<file path="src/rtl/mul_int_u.sv">
// mul_int_u -- unsigned radix-2 sequential shift-add multiplier, W x W -> 2W.
// Each operation takes W cycles. A start/busy/done handshake connects it to the
// datapath controller. The {hi,lo} product feeds the divider's dividend input.
// Optional feature macro: MUL_OVF_EN. When it is defined, the module adds the
// o_ovf port, which flags a product whose upper half is non-zero.
module mul_int_u #(
   parameter int W = 32
) (
   input  logic             clk,
   input  logic             rst_n,
   input  logic             i_start,
   input  logic [W-1:0]     i_mcand,
   input  logic [W-1:0]     i_mplier,
   output logic             o_busy,
   output logic             o_done,
   output logic [2*W-1:0]   o_prod
`ifdef MUL_OVF_EN
   ,
   output logic             o_ovf
`endif
);

   // The counter is one bit wider than needed for W-1, so it can rest at W.
   localparam int CW = $clog2(W) + 1;

   typedef enum logic {
      S_IDLE = 1'b0,
      S_RUN  = 1'b1
   } state_t;

   state_t             r_state;
   logic [W-1:0]       r_m;       // latched multiplicand
   logic [2*W-1:0]     r_p;       // partial product {hi, lo}; lo starts as the multiplier
   logic [CW-1:0]      r_cnt;
   logic               r_busy;
   logic               r_done;
   logic [2*W-1:0]     r_prod;

   logic [W-1:0]       w_addend;
   logic [W:0]         w_sum;
   logic [2*W-1:0]     w_p_next;
   logic               w_last;

   // One iteration. Add M to the upper half when the LSB is set. The carry out
   // of that add is the W+1-th sum bit. It shifts into the MSB, so it never
   // needs its own register.
   assign w_addend = r_p[0] ? r_m : '0;
   assign w_sum    = {1'b0, r_p[2*W-1:W]} + {1'b0, w_addend};
   assign w_p_next = {w_sum, r_p[W-1:1]};
   assign w_last   = (r_cnt == CW'(W - 1));

   // Control FSM and datapath: accept start in IDLE, iterate W times in RUN,
   // then publish the product with a single-cycle done pulse.
   always_ff @(posedge clk or negedge rst_n) begin
      if (!rst_n) begin
         r_state <= S_IDLE;
         r_m     <= '0;
         r_p     <= '0;
         r_cnt   <= '0;
         r_busy  <= 1'b0;
         r_done  <= 1'b0;
         r_prod  <= '0;
      end else begin
         r_done <= 1'b0;
         case (r_state)
            S_IDLE: begin
               if (i_start) begin
                  r_m     <= i_mcand;
                  r_p     <= {{W{1'b0}}, i_mplier};
                  r_cnt   <= '0;
                  r_busy  <= 1'b1;
                  r_state <= S_RUN;
               end
            end
            S_RUN: begin
               r_p   <= w_p_next;
               r_cnt <= r_cnt + CW'(1);
               if (w_last) begin
                  r_prod  <= w_p_next;
                  r_done  <= 1'b1;
                  r_busy  <= 1'b0;
                  r_state <= S_IDLE;
               end
            end
            default: begin
               r_state <= S_IDLE;
               r_busy  <= 1'b0;
            end
         endcase
      end
   end

`ifdef MUL_OVF_EN
   logic r_ovf;

   // Overflow flag: the result does not fit in W bits. It is captured with the
   // product and holds with it.
   always_ff @(posedge clk or negedge rst_n) begin
      if (!rst_n) begin
         r_ovf <= 1'b0;
      end else if (r_state == S_RUN && w_last) begin
         r_ovf <= |w_p_next[2*W-1:W];
      end
   end

   assign o_ovf = r_ovf;
`endif

   assign o_busy = r_busy;
   assign o_done = r_done;
   assign o_prod = r_prod;

endmodule
</file>
<file path="config.mk">
export PLATFORM = sky130hd
export DESIGN_NAME = mul_int_u
export DESIGN_NICKNAME = d
export VERILOG_FILES = /design/src/rtl/mul_int_u.sv
export SDC_FILE = /design/constraint.sdc
export NUM_CORES = 1
export LEC_CHECK = 0
export CAP_MARGIN = 40
export CORE_MARGIN = 3
export CORE_UTILIZATION = 50
export CTS_BUF_LIST = sky130_fd_sc_hd__clkbuf_4 sky130_fd_sc_hd__clkbuf_8
export DETAILED_ROUTE_END_ITERATION = 16
export PLACE_DENSITY = 0.75
export REMOVE_ABC_BUFFERS = 1
export SYNTH_ARGS = -nofsm -noshare
export SYNTH_HDL_FRONTEND = slang
export SYNTH_SLANG_ARGS = --single-unit
</file>
<file path="constraint.sdc">
create_clock -name clk -period 5.01 [get_ports clk]
set_clock_uncertainty 0.15 [all_clocks]
set_input_delay 1.002 -clock clk [delete_from_list [all_inputs] [get_ports clk]]
set_output_delay 1.002 -clock clk [all_outputs]
set_load 0.03 [all_outputs]
</file>
==> results of run 1 <==
## worst min-delay path: stages (launching register included)
cell     delay, ns
dfrtp_1       0.35
nand2_1       0.05
nand2_1       0.05
## cell usage in the layout (no fill, tap or decap), types with 11 or more instances in the layout
master,instances
nand4_1,15
nand2_1,289
inv_1,14
clkbuf_8,17
mux2i_1,36
mux2_2,15
a22o_1,25
nor3_1,11
ha_1,33
dfrtp_1,168
clkdlybuf4s50_1,130
and2_1,33
nor2_1,35
o21ai_0,57
xnor2_1,19
nand3_1,14
a21oi_1,33
## layout make-up
class                   count  area [sq um]  share of cell area (%)
inverters                  15          56.3                   0.530
clock buffers              20           256                    2.41
multi-input cells         712          4240                    39.9
well taps                 220           275                    2.59
flip-flops and latches    169          4230                    39.8
repair buffers            142          1450                    13.6
clock inverters            12           131                    1.24
## layer usage
layer	vias up	part of all wire [%]
met1	3415	49
met5	-	0
met2	158	46
met4	0	0.88
met3	14	4.5
li1	3469	-
## stage by stage
stage,setup TNS [ns],instance area [sq um]
4_1_cts,0,10600
5_1_grt,0,10600
2_1_floorplan,-11.81,8510
6_report,0,10600
3_5_place_dp,0,10200
3_3_place_gp,0,10200
## worst max-delay path by stage
stage	startpoint	to	slack, ns
finish	r_p[0]	r_p[61]	1.43
floorplan	r_state	o_prod[33]	-0.39
CTS	r_p[0]	o_prod[61]	1.43
global route	r_p[0]	r_p[61]	1.21
detailed placement	r_p[0]	r_p[61]	1.46
global placement	r_p[0]	o_prod[61]	1.32
## cells by family after synthesis
family | after synthesis | synth area share [%]
adders and majority gates | 34 | 4.91
buffers and inverters | 73 | 4.18
DFF | 169 | 47.9
and+or+nand+nor | 416 | 20.0
xor gates and xnor gates | 26 | 2.58
muxes | 51 | 6.00
AOI/OAI and AO/OA | 185 | 14.4
## sequential cells by signal, summed over array words and instances (netlist names)
register,count
o_done,1
r_cnt,6
o_prod,64
r_p,64
o_busy,1
r_state,1
r_m,32
## power by group through the flow
stage | Clock (mW) | Sequential (mW) | Combinational [mW]
2_1_floorplan | 0 | 2.72 | 2.18
3_3_place_gp | 0 | 2.42 | 3.55
3_5_place_dp | 0 | 2.41 | 3.69
4_1_cts | 0.991 | 2.39 | 3.70
5_1_grt | 1.05 | 2.47 | 4.08
6_report | 0.966 | 2.40 | 3.71
==> results.yml, run 1 <==
clock_network:
  clkSinkCount: 169
  cts_tree: "built"
  clk_latency_ns: 0.47
  holdBufCountCts: 0
  path_clk_slew_ns: 0.10
  htreeDepth: 4
  post-cts-setup-buffers: 0
  cts_resized: 0
  clockBufferDepth: 2
  numCtsBuffers: 17
  cts-root-buf: "clkbuf_8"
grt:
  gr-total-overflow: 0
  met2_usage_pct: 35.4
  grt_first_pass_wirelength_um: 36200
  met3_usage_pct: 4.34
  antenna_found_initial: 0
  grt_pass1_vias: 7048
  use_met1_pct: 33.1
  grt_max_degree: 92
  grt_busiest_layer: "met2"
  grt_use_total_pct: 22.7
worst_setup_path:
  crit_chain: "buf_16 > and2_1 > ha_1 > inv_1 > fa_1 > nor2b_1 > o2111ai_2 > a21oi_1 > o21ai_2 > o41ai_1 > mux2i_1 > nand2_1"
  r2r_cells: 12
  start_kind: "register"
  critical-path-max-stage-delay_ns: 0.63
  reg2reg_from: "r_p[0]"
  cp_num_cells: 12
  critPathMaxFanout: 21
  end_kind: "register"
  r2r_end: "r_p[61]"
  critPathKind: "reg2reg"
  worstPathRequired_ns: 5.22
  cp.arrival_ns: 3.79
  slowest_stage: "dfrtp_1"
  r2r_slack_ns: 1.43
  path_buf_inv: 2
  cp_top_family: "compound AO/OA/AOI/OAI gates"
synthesis:
  synth.avg_cell_area_sq_um: 9.25
  yosysTopAreaCell: "dfrtp_1"
  synth.most_common_cell: "nand2_1"
  yosysUniqueCellTypes: 65
  synthTopCellsByCount: "nand2_1 (289), dfrtp_1 (169), o21ai_0 (57)"
  ys.flop_type: "dfrtp_1"
  netlist.area_leader.share_pct: 47.9
  ys_warn_count: 0
  synth-seq-cells: 169
  synth.area.top_cells: "dfrtp_1 (48%), nand2_1 (12%), ha_1 (4.7%)"
  ys_seq_area_share_pct: 47.9
  synth_edf_count: 0
  synth_area_sq_um: 8830
  syn-instance-count: 954
  synthArstFlopShare_pct: 100
die:
  core_area_sq_um: 16900
  dieArea_sq_um: 19300
  initial_utilization_pct: 52.1
  die_w_um: 139
  ios: 133
  die_y_um: 139
  std_cell_rows: 47
finish:
  nets: 1158
  fill_cells: 1474
  fin_util_pct: 62.8
  num_antenna_cells: 0
  area_delta_synth_final_pct: 20.5
  layout.cells.non_filler: 1290
  layout-drive-gt1-share_pct: 7.66
min_path:
  whs_endpoint: "r_m[28]"
  min_from: "r_m[28]"
  hold_depth: 2
  worstHoldPathType: "reg2reg"
run_status:
  status: "complete, no violations"
sta:
  drv_slew: 0
  period_needed_ns: 3.58
  fmax_ghz: 0.280
  whs_ns: 0.326
  rsz0062_at_grt: "no"
  slew_headroom_pct: 45.3
  worstMarginPinSlew_ns: 0.820
  worst_slack_ns: 1.43
  setup_viol: 0
  post-route-period-util_pct: 71.4
  hold_viol: 0
detailed_routing:
  drc_errors: 0
  wire_per_inst_um: 16.8
  route.vias.total: 7056
  first_iter_violations: 664
  via_per_inst: 5.47
  ant_nets: 0
  routed_wl_um: 21700
  first_pass_iters: 6
place:
  dpl.hpwl_um: 15100
  port_buffers: 132
  dp_cells: 1258
  place.gp.congestion: 0.917
  dp_slack_ns: 1.46
pwr:
  p_leak_nw: 5.12
  seqPwrFrac_pct: 33.9
  total_power_mw: 7.08
  clkPwrFrac_pct: 13.6
  p_sw_mw: 3.09
  combPwrFrac_pct: 52.5
  p_sw_share_pct: 43.7
  power_density_nw_per_um2: 666
  internal_power_mw: 3.99
  ir_drop_uv: 332
job:
  cap_viol_max_count: 0
(Power assumes the default switching activity.)
==> inputs of run 2 (changes only) <==
==> constraint.sdc (replaced) <==
create_clock -name clk -period 3.45 [get_ports clk]
set_clock_uncertainty 0.15 [all_clocks]
set_input_delay 0.69 -clock clk [delete_from_list [all_inputs] [get_ports clk]]
set_output_delay 0.69 -clock clk [all_outputs]
set_load 0.03 [all_outputs]
==> results.yml, run 2 (synthesis gave the netlist of run 1 again) <==
run_status:
  status: "complete, no violations"
detailed_routing:
  wire_per_inst_um: 16.7
  route.vias.total: 7145
  routed_wl_um: 21800
  first_pass_iters: 5
  first_iter_violations: 492
  drc_errors: 0
  ant_nets: 0
  via_per_inst: 5.50
finish:
  fin_util_pct: 63.4
  layout-drive-gt1-share_pct: 8.70
  fill_cells: 1475
  nets: 1168
  final_common_cell: "nand2_1"
  final_cell_mix: "nand2_1 (289), dfrtp_1 (168), clkdlybuf4s50_1 (130)"
  num_antenna_cells: 0
  layout.cells.non_filler: 1300
  area_delta_synth_final_pct: 21.7
worst_setup_path:
  cp.arrival_ns: 3.39
  critPathMaxFanout: 15
  start_kind: "register"
  crit_chain: "buf_4 > and2_1 > ha_1 > inv_1 > fa_1 > nor2b_1 > o2111ai_2 > a21oi_2 > o21ai_2 > o41ai_2 > buf_4 > mux2i_1 > nand2_1"
  slowest_stage: "fa_1"
  r2r_end: "o_prod[61]"
  worstPathRequired_ns: 3.67
  critPathKind: "reg2reg"
  cp-startpoint: "r_p[0]"
  r2r_cells: 13
  critical-path-max-stage-delay_ns: 0.40
  crit_end: "o_prod[61]"
  cpMostUsedCell: "buf_4"
  end_kind: "register"
  r2r_slack_ns: 0.28
  reg2reg_from: "r_p[0]"
clock_network:
  path_clk_slew_ns: 0.10
  cts_tree: "built"
  cts_resized: 0
  post-cts-setup-buffers: 0
  clockBufferDepth: 2
  cts-root-buf: "clkbuf_8"
  clk_latency_ns: 0.47
  clkSinkCount: 169
  numCtsBuffers: 17
  holdBufCountCts: 0
  htreeDepth: 4
place:
  port_buffers: 132
  dp_slack_ns: 0.0707
  dp_cells: 1268
  place.gp.congestion: 0.962
  dpl.hpwl_um: 15400
grt:
  antenna_found_initial: 0
  met2_usage_pct: 35.5
  gr-total-overflow: 0
  grt_use_total_pct: 22.9
  grt_first_pass_wirelength_um: 36300
  use_met1_pct: 33.6
  grt_busiest_layer: "met2"
  grt_max_degree: 57
  met3_usage_pct: 4.00
  grt_pass1_vias: 7031
sta:
  post-route-period-util_pct: 91.9
  slew_headroom_pct: 55.4
  worstMarginPinSlew_ns: 0.668
  drv_slew: 0
  rsz0062_at_grt: "no"
  setup_viol: 0
  fmax_ghz: 0.315
  worst_slack_ns: 0.278
  period_needed_ns: 3.17
  whs_ns: 0.0119
  hold_viol: 0
pwr:
  p_sw_mw: 4.54
  clkPwrFrac_pct: 14.3
  seqPwrFrac_pct: 33.6
  power_density_nw_per_um2: 963
  ir_drop_uv: 493
  combPwrFrac_pct: 52.1
  p_leak_nw: 5.18
  internal_power_mw: 5.80
  p_sw_share_pct: 43.9
die:
  core_area_sq_um: 16900
  initial_utilization_pct: 52.1
  ios: 133
  std_cell_rows: 47
  die_y_um: 139
  dieArea_sq_um: 19300
  die_w_um: 139
job:
  cap_viol_max_count: 0
min_path:
  worstHoldPathType: "in2async"
-- run 2: area by class of cell --
| cell class | instances | area (sq um) | area share (%) |
|---|---|---|---|
| multi-input cells | 712 | 4250 | 39.6 |
| well taps | 220 | 275 | 2.56 |
| clock inverters | 15 | 175 | 1.63 |
| flip-flops and latches | 169 | 4230 | 39.4 |
| repair buffers | 152 | 1520 | 14.1 |
| inverters | 15 | 56.3 | 0.524 |
| clock buffers | 17 | 234 | 2.18 |
-- run 2: worst min-delay path by stage --
stage             from          to  slack (ns)  cells after the start
6_report         rst_n  o_prod[39]        0.01                      1
5_1_grt          rst_n  o_prod[24]        0.03                      1
4_1_cts          rst_n  o_prod[26]       0.007                      1
3_5_place_dp   r_m[30]     r_m[30]        0.31                      2
3_3_place_gp   r_m[27]     r_m[27]        0.30                      2
2_1_floorplan    rst_n      o_busy        0.24                      0
-- run 2: routing by layer --
layer / vias to the layer above / part of all wire [%]
li1: 3493 / -
met3: 19 / 4.5
met4: 0 / 1.0
met5: - / 0
met2: 165 / 46
met1: 3468 / 49
-- run 2: stage by stage --
| step | total power [mW] | setup TNS (ns) | instance area [sq um] |
|---|---|---|---|
| floorplan | 7.11 | -114.23 | 8510 |
| global placement | 8.79 | 0 | 10300 |
| detailed placement | 8.87 | 0 | 10300 |
| CTS | 10.4 | 0 | 10700 |
| global route | 11.1 | 0 | 10700 |
| finish | 10.3 | 0 | 10700 |
-- run 2: power groups by stage --
stage	Clock, mW	Sequential (mW)	Combinational [mW]
2_1_floorplan	0	3.95	3.17
3_3_place_gp	0	3.49	5.30
3_5_place_dp	0	3.49	5.38
4_1_cts	1.50	3.47	5.40
5_1_grt	1.58	3.59	5.97
6_report	1.48	3.47	5.39
-- run 2: worst max-delay path: cells and delay by family, from the launching register on --
family                     cells  cell delay, ns
AOI/OAI and AO/OA              4            0.91
adders and majority gates      2            0.58
buffers and inverters          3            0.46
and+or+nand+nor                3            0.43
DFF                            1            0.38
muxes                          1            0.17
==> edit, RTL diff (flow settings as in run 1) <==
Put one more register stage on the output `o_prod`, cleared by the reset. The value now appears one clock later. The other outputs are not delayed to match.
--- a/src/rtl/mul_int_u.sv
+++ b/src/rtl/mul_int_u.sv
@@ -108,6 +108,12 @@
 
    assign o_busy = r_busy;
    assign o_done = r_done;
-   assign o_prod = r_prod;
+   always_ff @(posedge clk or negedge rst_n) begin
+      if (!rst_n) begin
+         o_prod <= '0;
+      end else begin
+         o_prod <= r_prod;
+      end
+   end
 
 endmodule
Check against the original RTL: same outputs for any inputs over 10 cycles, from zero or initial values and one cycle with rst_n low; that may be too few to reach the edited logic, so the function may still have changed.
==> edit against run 1 <==
Setup slack gained 0.23 ns; total power grew 21%; critical path type unchanged; cell area grew 21%; wire length grew 6.9%; synthesized area grew 17%; critical endpoint is now r_prod[55]$_DFFE_PN0P_; clock power grew 100%; sequential cell count grew 64.
==> edit: results (changes against run 1) <==
metric	value	unit	change
peakVddDrop	0.330	mV	-0.64%
cpMaxStageDelayCell	dfrtp_1		
drtIter0Drc	510		-23%
path_max_fanout	24		+14%
whs	0.215	ns	-0.111 ns
drive_gt1_frac	0.0970		+0.0203
clockBufferDepth	3		+1
h-tree-depth	2		-2
cts_setup_buffers	0		unchanged
timing.fmax	0.299	GHz	+7.0%
synth.area.top_cells	dfrtp_1 56%, nand2_1 11%, ha_1 4.0%		
place_ws	1.69	ns	+0.229 ns
place_congestion	0.934		+1.9%
dpl.cell_count	1385		+10%
synth-seq-area-share	0.563		+0.0836
final_cells	1456		+13%
cts_resized	0		unchanged
cts_hold_buf	0		unchanged
path_clk_slew	0.06	ns	-0.04 ns
dr.pass1.iters	7		+1
grt_util_all_layers	0.211		-0.0160
numCtsBuffers	39		+22
ys_top_cells_by_count	298 x nand2_1, 233 x dfrtp_1, 60 x o21ai_0, 45 x clkbuf_1, 36 x and2_1		
slowest_delay	0.62	ns	
grt_pass1_wl	38800	µm	+7.2%
reg_top3	o_prod x64, r_p x64, r_prod x64		
wl	23200	µm	+6.9%
tightest_slew	0.845	ns	+0.0247 ns
min_path_type	reg2reg		
avgSynthCellArea	10.1	µm²	+9.0%
nets	1257		+8.5%
n_fill_cell	1640		+11%
ys_async_sr_fraction	1.00		unchanged
clkLatencyLatePin	0.53	ns	+0.06 ns
io_buffers	132		unchanged
leakagePower	6.34	nW	+24%
maxSlewViolCount	0		unchanged
num_vias	7759		+10%
synth_cell_type_count	61		-6.2%
num_antenna_cells	0		unchanged
cp_top_family	compound AO/OA/AOI/OAI gates		
antenna_found_initial	0		unchanged
arrival	3.60	ns	-0.19 ns
hpwlAfterDp	15200	µm	+1.0%
cts_root_buffer	clkbuf_8		
grt_max_degree	116		+26%
ys_warn_count	0		unchanged
status	complete, no violations		
==> edit: layout make-up <==
type | instances | area (µm²) | share of cell area
clock inverter | 6 | 113 | 0.00874
sequential | 233 | 5830 | 0.452
clock buffer | 65 | 845 | 0.0655
inverter | 11 | 41.3 | 0.00320
tap | 270 | 338 | 0.0262
multi-input combinational | 728 | 4290 | 0.333
timing repair buffer | 143 | 1440 | 0.111
==> edit: cell families after synthesis <==
group,Yosys count,synth area share
muxes,44,0.0436
xor gates and xnor gates,22,0.0186
buffers and inverters,66,0.0245
AOI/OAI and AO/OA,196,0.128
DFF,233,0.563
adders and majority gates,34,0.0418
and+or+nand+nor,432,0.181
==> edit: layer usage <==
layer  GRT usage  vias up  share of wire  wire (µm)
li1            -     3761              -          -
met1       0.299     3708           0.46      10600
met2       0.331      241           0.46      10600
met3      0.0412       49          0.063       1470
met4      0.0631        0          0.022        514
met5           0        -              0          0
==> edit: final timing paths <==
path,from,end,cells after the start
worst max-delay path,r_p[0]$_DFFE_PN0P_,r_prod[55]$_DFFE_PN0P_,12
worst min-delay path,r_prod[2]$_DFFE_PN0P_,o_prod[2]$_DFF_PN0_,0
worst max register to register,r_p[0]$_DFFE_PN0P_,r_prod[55]$_DFFE_PN0P_,12
worst min register to register,r_prod[2]$_DFFE_PN0P_,o_prod[2]$_DFF_PN0_,0
max in group asynchronous,rst_n,r_p[58]$_DFFE_PN0P_,2
min in group asynchronous,rst_n,o_prod[23]$_DFF_PN0_,1
==> edit: report_power, final <==
group	switching, mW	internal (mW)	leakage (nW)	total [mW]
Clock	0.758	1.22	0.502	1.98
Sequential	0.465	2.66	2.98	3.13
Combinational	1.97	1.48	2.86	3.46
==> edit: stage by stage <==
stage                      util  TNS (ns)  instance area [µm²]
after floorplan               -    -18.33                10100
after global placement    0.587         0                11900
after detailed placement  0.588         0                11900
after CTS                 0.635         0                12900
after global routing      0.635         0                12900
final                     0.635         0                12900
==> edit: worst register-to-register path, cell delays in order (launching register included) <==
cell and delay (ns):
dfrtp_1 0.62, buf_16 0.21, and2_1 0.13, ha_1 0.18, inv_1 0.06, fa_1 0.43
nor2b_4 0.15, o211a_4 0.18, o21a_4 0.15, a211oi_4 0.07, o41a_1 0.48, xnor2_1 0.16
mux2_2 0.26
